[config.mk]
export PLATFORM = sky130hd
export DESIGN_NAME = pong_game_fsm
export DESIGN_NICKNAME = d
export VERILOG_FILES = /design/src/rtl/pong_game_fsm.sv
export SDC_FILE = /design/constraint.sdc
export NUM_CORES = 1
export LEC_CHECK = 0
export CAP_MARGIN = 20
export CORE_MARGIN = 1.5
export CORE_UTILIZATION = 35
export CTS_CLUSTER_SIZE = 12
export DETAILED_ROUTE_END_ITERATION = 8
export PLACE_DENSITY_LB_ADDON = 0.08
export SETUP_SLACK_MARGIN = 0.05
export SLEW_MARGIN = 20
export SYNTH_ARGS = -nofsm -noshare
export SYNTH_HDL_FRONTEND = slang
export SYNTH_SLANG_ARGS = --single-unit
[constraint.sdc]
create_clock -name clk_pix -period 5.9 [get_ports clk_pix]
set_input_delay 1.18 -clock clk_pix [delete_from_list [all_inputs] [get_ports clk_pix]]
set_output_delay 1.18 -clock clk_pix [all_outputs]
set_load 0.005 [all_outputs]
[src/rtl/pong_game_fsm.sv]
// -----------------------------------------------------------------------------
// pong_game_fsm
//
// Game-flow controller for the pong display pipeline. A single clocked FSM on
// clk_pix sequences MENU -> SET -> START -> PLAY -> END_POINT -> (START |
// END_GAME) -> MENU. It owns both player scores, the score limit, the winner
// and the serving side. All outputs are Moore, decoded from registers.
//
// Optional feature macro: PONG_AUTO_SERVE_EN
//   defined   : START also leaves for PLAY after SERVE_FRAMES frame ticks.
//   undefined : START leaves only on a launch rise.
//
// Handshake: there is no valid/ready traffic here. Every input is either a
// synchronized level (buttons, edge-detected internally) or a one-cycle pulse
// (frame_tick, left_miss, right_miss). A qualifying input in cycle n is seen
// in the state and outputs of cycle n+1.
//
// Ports
//   clk_pix     in   pixel clock, the only clock
//   reset       in   synchronous, active-high
//   frame_tick  in   one pulse per frame
//   btn_launch  in   launch/confirm level
//   btn_up      in   score-limit increment level
//   btn_down    in   score-limit decrement level
//   left_miss   in   pulse: ball reached the left wall
//   right_miss  in   pulse: ball reached the right wall
//   state       out  MENU=0 SET=1 START=2 PLAY=3 END_POINT=4 END_GAME=5
//   ball_load   out  high in START
//   move_en     out  high in PLAY
//   serve_side  out  0 = serve from P1 (left), 1 = from P2 (right)
//   score_p1    out  player 1 score
//   score_p2    out  player 2 score
//   max_score   out  current score limit
//   winner      out  0 none, 1 P1, 2 P2
// -----------------------------------------------------------------------------
module pong_game_fsm #(
  parameter int SCORE_W        = 5,
  parameter int MAX_SCORE_INIT = 5,
  parameter int PAUSE_FRAMES   = 60,
  parameter int SERVE_FRAMES   = 120
) (
  input  logic               clk_pix,
  input  logic               reset,
  input  logic               frame_tick,
  input  logic               btn_launch,
  input  logic               btn_up,
  input  logic               btn_down,
  input  logic               left_miss,
  input  logic               right_miss,
  output logic [2:0]         state,
  output logic               ball_load,
  output logic               move_en,
  output logic               serve_side,
  output logic [SCORE_W-1:0] score_p1,
  output logic [SCORE_W-1:0] score_p2,
  output logic [SCORE_W-1:0] max_score,
  output logic [1:0]         winner
);

  // One frame counter is shared by the END_POINT pause and the START
  // auto-serve delay; the two states never overlap, so it is sized for the
  // larger of the two limits.
  localparam int CNT_MAX = (PAUSE_FRAMES > SERVE_FRAMES) ? PAUSE_FRAMES : SERVE_FRAMES;
  localparam int CNT_W   = $clog2(CNT_MAX + 1);

  localparam logic [SCORE_W-1:0] SCORE_ONE = SCORE_W'(1);
  localparam logic [SCORE_W-1:0] SCORE_TOP = {SCORE_W{1'b1}};

  typedef enum logic [2:0] {
    S_MENU      = 3'd0,
    S_SET       = 3'd1,
    S_START     = 3'd2,
    S_PLAY      = 3'd3,
    S_END_POINT = 3'd4,
    S_END_GAME  = 3'd5
  } state_t;

  state_t             r_state;
  state_t             w_next_state;

  logic               r_launch_prev;
  logic               r_up_prev;
  logic               r_down_prev;
  logic               w_launch_rise;
  logic               w_up_rise;
  logic               w_down_rise;

  logic [SCORE_W-1:0] r_score_p1;
  logic [SCORE_W-1:0] r_score_p2;
  logic [SCORE_W-1:0] r_max_score;
  logic [1:0]         r_winner;
  logic               r_serve_side;
  logic [CNT_W-1:0]   r_frame_cnt;
  logic               r_ep_first;

  // Datapath controls produced by the next-state logic.
  logic               w_clear_game;
  logic               w_inc_p1;
  logic               w_inc_p2;
  logic               w_serve_load;
  logic               w_serve_val;
  logic               w_winner_load;
  logic [1:0]         w_winner_val;
  logic               w_max_inc;
  logic               w_max_dec;
  logic               w_cnt_inc;

  assign w_launch_rise = btn_launch & ~r_launch_prev;
  assign w_up_rise     = btn_up     & ~r_up_prev;
  assign w_down_rise   = btn_down   & ~r_down_prev;

  // ---------------------------------------------------------------------------
  // State register
  // ---------------------------------------------------------------------------
  always_ff @(posedge clk_pix) begin
    if (reset) begin
      r_state <= S_MENU;
    end else begin
      r_state <= w_next_state;
    end
  end

  // ---------------------------------------------------------------------------
  // Next-state and datapath control
  // ---------------------------------------------------------------------------
  always_comb begin
    w_next_state  = r_state;
    w_clear_game  = 1'b0;
    w_inc_p1      = 1'b0;
    w_inc_p2      = 1'b0;
    w_serve_load  = 1'b0;
    w_serve_val   = 1'b0;
    w_winner_load = 1'b0;
    w_winner_val  = 2'd0;
    w_max_inc     = 1'b0;
    w_max_dec     = 1'b0;
    w_cnt_inc     = 1'b0;

    case (r_state)
      S_MENU: begin
        if (w_launch_rise) begin
          w_next_state = S_SET;
        end
      end

      S_SET: begin
        // Simultaneous up and down rises cancel out.
        if (w_up_rise && !w_down_rise && (r_max_score != SCORE_TOP)) begin
          w_max_inc = 1'b1;
        end
        if (w_down_rise && !w_up_rise && (r_max_score > SCORE_ONE)) begin
          w_max_dec = 1'b1;
        end
        if (w_launch_rise) begin
          w_clear_game = 1'b1;
          w_next_state = S_START;
        end
      end

      S_START: begin
`ifdef PONG_AUTO_SERVE_EN
        if (w_launch_rise) begin
          w_next_state = S_PLAY;
        end else if (frame_tick) begin
          w_cnt_inc = 1'b1;
          if (r_frame_cnt == CNT_W'(SERVE_FRAMES - 1)) begin
            w_next_state = S_PLAY;
          end
        end
`else
        if (w_launch_rise) begin
          w_next_state = S_PLAY;
        end
`endif
      end

      S_PLAY: begin
        // left_miss has priority; a coincident right_miss is dropped.
        if (left_miss) begin
          w_inc_p2     = 1'b1;
          w_serve_load = 1'b1;
          w_serve_val  = 1'b0;
          w_next_state = S_END_POINT;
        end else if (right_miss) begin
          w_inc_p1     = 1'b1;
          w_serve_load = 1'b1;
          w_serve_val  = 1'b1;
          w_next_state = S_END_POINT;
        end
      end

      S_END_POINT: begin
        // A tick in the first END_POINT cycle is not counted. The pause ends
        // on the edge that registers the PAUSE_FRAMES-th counted tick.
        if (frame_tick && !r_ep_first) begin
          w_cnt_inc = 1'b1;
          if (r_frame_cnt == CNT_W'(PAUSE_FRAMES - 1)) begin
            if (r_score_p1 == r_max_score) begin
              w_winner_load = 1'b1;
              w_winner_val  = 2'd1;
              w_next_state  = S_END_GAME;
            end else if (r_score_p2 == r_max_score) begin
              w_winner_load = 1'b1;
              w_winner_val  = 2'd2;
              w_next_state  = S_END_GAME;
            end else begin
              w_next_state  = S_START;
            end
          end
        end
      end

      S_END_GAME: begin
        if (w_launch_rise) begin
          w_next_state = S_MENU;
        end
      end

      default: begin
        // Encodings 6 and 7 recover to MENU.
        w_next_state = S_MENU;
      end
    endcase
  end

  // ---------------------------------------------------------------------------
  // Game registers
  // ---------------------------------------------------------------------------
  always_ff @(posedge clk_pix) begin
    if (reset) begin
      r_launch_prev <= 1'b0;
      r_up_prev     <= 1'b0;
      r_down_prev   <= 1'b0;
      r_score_p1    <= '0;
      r_score_p2    <= '0;
      r_max_score   <= SCORE_W'(MAX_SCORE_INIT);
      r_winner      <= 2'd0;
      r_serve_side  <= 1'b0;
      r_frame_cnt   <= '0;
      r_ep_first    <= 1'b0;
    end else begin
      r_launch_prev <= btn_launch;
      r_up_prev     <= btn_up;
      r_down_prev   <= btn_down;

      if (w_clear_game) begin
        r_score_p1   <= '0;
        r_score_p2   <= '0;
        r_winner     <= 2'd0;
        r_serve_side <= 1'b0;
      end else begin
        if (w_inc_p1) begin
          r_score_p1 <= r_score_p1 + SCORE_ONE;
        end
        if (w_inc_p2) begin
          r_score_p2 <= r_score_p2 + SCORE_ONE;
        end
        if (w_serve_load) begin
          r_serve_side <= w_serve_val;
        end
        if (w_winner_load) begin
          r_winner <= w_winner_val;
        end
      end

      if (w_max_inc) begin
        r_max_score <= r_max_score + SCORE_ONE;
      end else if (w_max_dec) begin
        r_max_score <= r_max_score - SCORE_ONE;
      end

      // Any state change restarts the frame counter, which gives both the
      // pause and the serve delay a clean start on entry.
      if (w_next_state != r_state) begin
        r_frame_cnt <= '0;
      end else if (w_cnt_inc) begin
        r_frame_cnt <= r_frame_cnt + CNT_W'(1);
      end

      r_ep_first <= (w_next_state == S_END_POINT) && (r_state != S_END_POINT);
    end
  end

  // ---------------------------------------------------------------------------
  // Moore outputs
  // ---------------------------------------------------------------------------
  assign state      = r_state;
  assign ball_load  = (r_state == S_START);
  assign move_en    = (r_state == S_PLAY);
  assign serve_side = r_serve_side;
  assign score_p1   = r_score_p1;
  assign score_p2   = r_score_p2;
  assign max_score  = r_max_score;
  assign winner     = r_winner;

endmodule

==> flow_metrics.py <==
metrics = {
    "clocking": {
        "tritoncts": "done",
        "htreeDepth": 2,
        "cts.path.max_buffers": 2,
        "cts_setup_buffers": 0,
        "cts_root_buffer": "clkbuf_8",
        "cts-hold-fix-buffers": 0,
        "cts.reportedPaths.clkPinSlew_ps": 70,
        "clkLatencyLatePin_ps": 280,
        "numCtsBuffers": 5,
        "cts_resized": 0,
        "cts_num_sinks": 32,
    },
    "route": {
        "drt_iter0_drc": 44,
        "vias": 1481,
        "ant_nets": 0,
        "routed_wirelength_mm": 3.913,
        "drc": 0,
        "vias_per_cell": 5.366,
        "routedWlPerCell_um": 14.18,
        "dr.pass1.iters": 4,
    },
    "logic_synthesis": {
        "synthArstFlopShare": 0,
        "synth_warnings": 0,
        "synth-seq-area-share": 0.3765,
        "yosysTopAreaCellShare": 0.3765,
        "synth_edf_count": 0,
        "synthTopCellsByArea": "dfxtp_1 (38%), xor2_1 (7.7%), nor2_1 (5.5%), ha_1 (5.1%), xnor2_1 (5.1%)",
        "ys_types": 43,
        "syn-cell-area_sq_um": 1702,
        "synth_cells": 192,
        "avgSynthCellArea_sq_um": 8.863,
        "syn_nets": 207,
        "synth_flop_cell": "dfxtp_1",
        "synth.ff_latch_count": 32,
        "synth_top_area_cell": "dfxtp_1",
    },
    "critical_path": {
        "endpoint_kind": "output port",
        "rr_worst_depth": 6,
        "worst_ep_required_time_ps": 4720,
        "ff2ff_setup_slack_ps": 3740,
        "crit_type": "flop to output port",
        "critPathMaxFanout": 13,
        "critPathLaunchType": "flop",
        "cp.arrival_ps": 1750,
    },
    "sta": {
        "fin_skew_ps": 7.200,
        "grt_setup_unrepaired": "no",
        "setup_violations": 0,
        "max_freq_mhz": 341.6,
        "fin_crit_sh": 0.4961,
        "worst_hold_slack_ps": 475.2,
        "period_minus_slack_ps": 2927,
        "max_slew_margin": 0.6327,
        "drv_slew": 0,
        "tns_ps": 0,
        "tightest_slew_ps": 549.3,
        "finalHoldViolCount": 0,
    },
    "floorplanning": {
        "rows": 25,
        "dieWidth_um": 72.73,
        "dieArea_sq_um": 5289,
        "boundaryPins": 31,
        "die_y_um": 72.73,
        "core-area_sq_um": 4692,
        "initial_core_util": 0.3627,
    },
    "place": {
        "postPlaceCellArea_sq_um": 2029,
        "place_hpwl_mm": 2.804,
        "dp_cells": 268,
        "gp_congestion": 0.7703,
        "io_buffers": 30,
    },
    "global_routing": {
        "grt_start_max_net_pins": 15,
        "antenna_found_initial": 0,
        "grt_pass1_wl_mm": 6.534,
        "track_usage": 0.1585,
        "grt_pass1_vias": 1442,
        "globalRouteOverflowTotal": 0,
    },
    "job": {
        "max_cap_viol_count": 0,
    },
    "pwr": {
        "pwr-share-clk": 0.399,
        "p_int_mw": 0.3328,
        "power_frac_comb": 0.092,
        "swShare": 0.2502,
        "ir_drop_mv": 0.09165,
        "p_sw_mw": 0.1110,
        "power_density_nw_per_um2": 209.1,
        "power_frac_seq": 0.510,
        "leakage_nw": 0.8277,
    },
    "final_layout": {
        "post-route-cell-area_sq_um": 2122,
        "post_layout_nonfiller_instances": 276,
        "n_antenna_cell": 0,
        "final_common_cell": "dfxtp_1",
        "layout_common_cells": "dfxtp_1 (32), clkdlybuf4s50_1 (30), nor2_1 (25)",
        "nFillCells": 472,
        "fin_nets": 236,
        "area_delta_synth_final_pct": 24.71,
        "drive_gt1_frac": 0.07658,
    },
    "worst_hold_path": {
        "hold_class": "flop to flop",
        "hold_depth": 2,
    },
    "outcome": {
        "status": "finished, final reports clean",
    },
}
-- per-stage QoR --
step                      setup slack [ps]  total power [mW]  utilization
after floorplan                       3626            0.2544            -
after global placement                3099            0.2705       0.4325
after detailed placement              3046            0.2719       0.4325
after CTS                             2963            0.4515       0.4523
after global routing                  2847            0.4632       0.4523
final                                 2973            0.4438       0.4523
-- critical path, stage by stage (launching register included) --
cell and delay [ps]:
dfxtp_1 570, nand3b_1 240, inv_1 140, clkdlybuf4s50_1 510
-- registers in the layout (all words and copies together) (netlist names) --
register,cells
max_score,5
r_down_prev,1
r_ep_first,1
r_frame_cnt,7
r_launch_prev,1
r_up_prev,1
score_p1,5
score_p2,5
serve_side,1
state,3
winner,2
-- layout make-up --
class	instances	area (sq um)	area share
clock inverters	2	10.01	0.004717
well taps	54	67.56	0.03184
flip-flops and latches	32	640.6	0.3019
clock buffers	6	82.58	0.03892
repair buffers	30	300.3	0.1415
multi-input cells	147	1002	0.4723
inverters	5	18.77	0.008844
-- cells in the mapped netlist (all sizes together) (3+ instances only) --
cell,count
dfxtp,32
nor2,25
xor2,15
xnor2,10
nand2,9
nor3,9
a21oi,8
nor2b,8
ha,7
o21ai,6
and3,5
clkbuf,5
inv,5
nand3,5
nand4,5
nand2b,4
and4,3
buf,3
mux2i,3
o22ai,3
-- routing by layer --
| metal | vias to the layer above | routed length (um) | track usage |
|---|---|---|---|
| met4 | 0 | 49 | 0.05451 |
| li1 | 726 | - | - |
| met1 | 705 | 1826 | 0.2005 |
| met3 | 5 | 180 | 0.04144 |
| met5 | - | 0 | 0 |
| met2 | 45 | 1857 | 0.2610 |
-- logic make-up (layout without fill, tap and decap cells) --
| logic type | count (synthesis) | after routing | share of synthesized area |
|---|---|---|---|
| compound gates | 30 | 30 | 0.1213 |
| xor+xnor | 25 | 25 | 0.1287 |
| fa+ha+maj | 7 | 7 | 0.05147 |
| buf+inv | 13 | 43 | 0.03456 |
| flops | 32 | 32 | 0.3765 |
| mux | 3 | 3 | 0.01765 |
| simple gates | 82 | 82 | 0.2699 |
-- power groups by stage --
stage / logic, mW / registers, mW / clock network, mW
global route: 0.0448 / 0.227 / 0.191
finish: 0.0408 / 0.226 / 0.177
floorplan: 0.0268 / 0.228 / 0
CTS: 0.0409 / 0.226 / 0.184
detailed placement: 0.0408 / 0.231 / 0
global placement: 0.0397 / 0.231 / 0
-- path summary, 6_finish.rpt --
check,from,endpoint
max,state[1],move_en
min,winner[0],winner[0]
max reg2reg,max_score[0],max_score[0]
min reg2reg,winner[0],winner[0]
(Power assumes the default switching activity.)
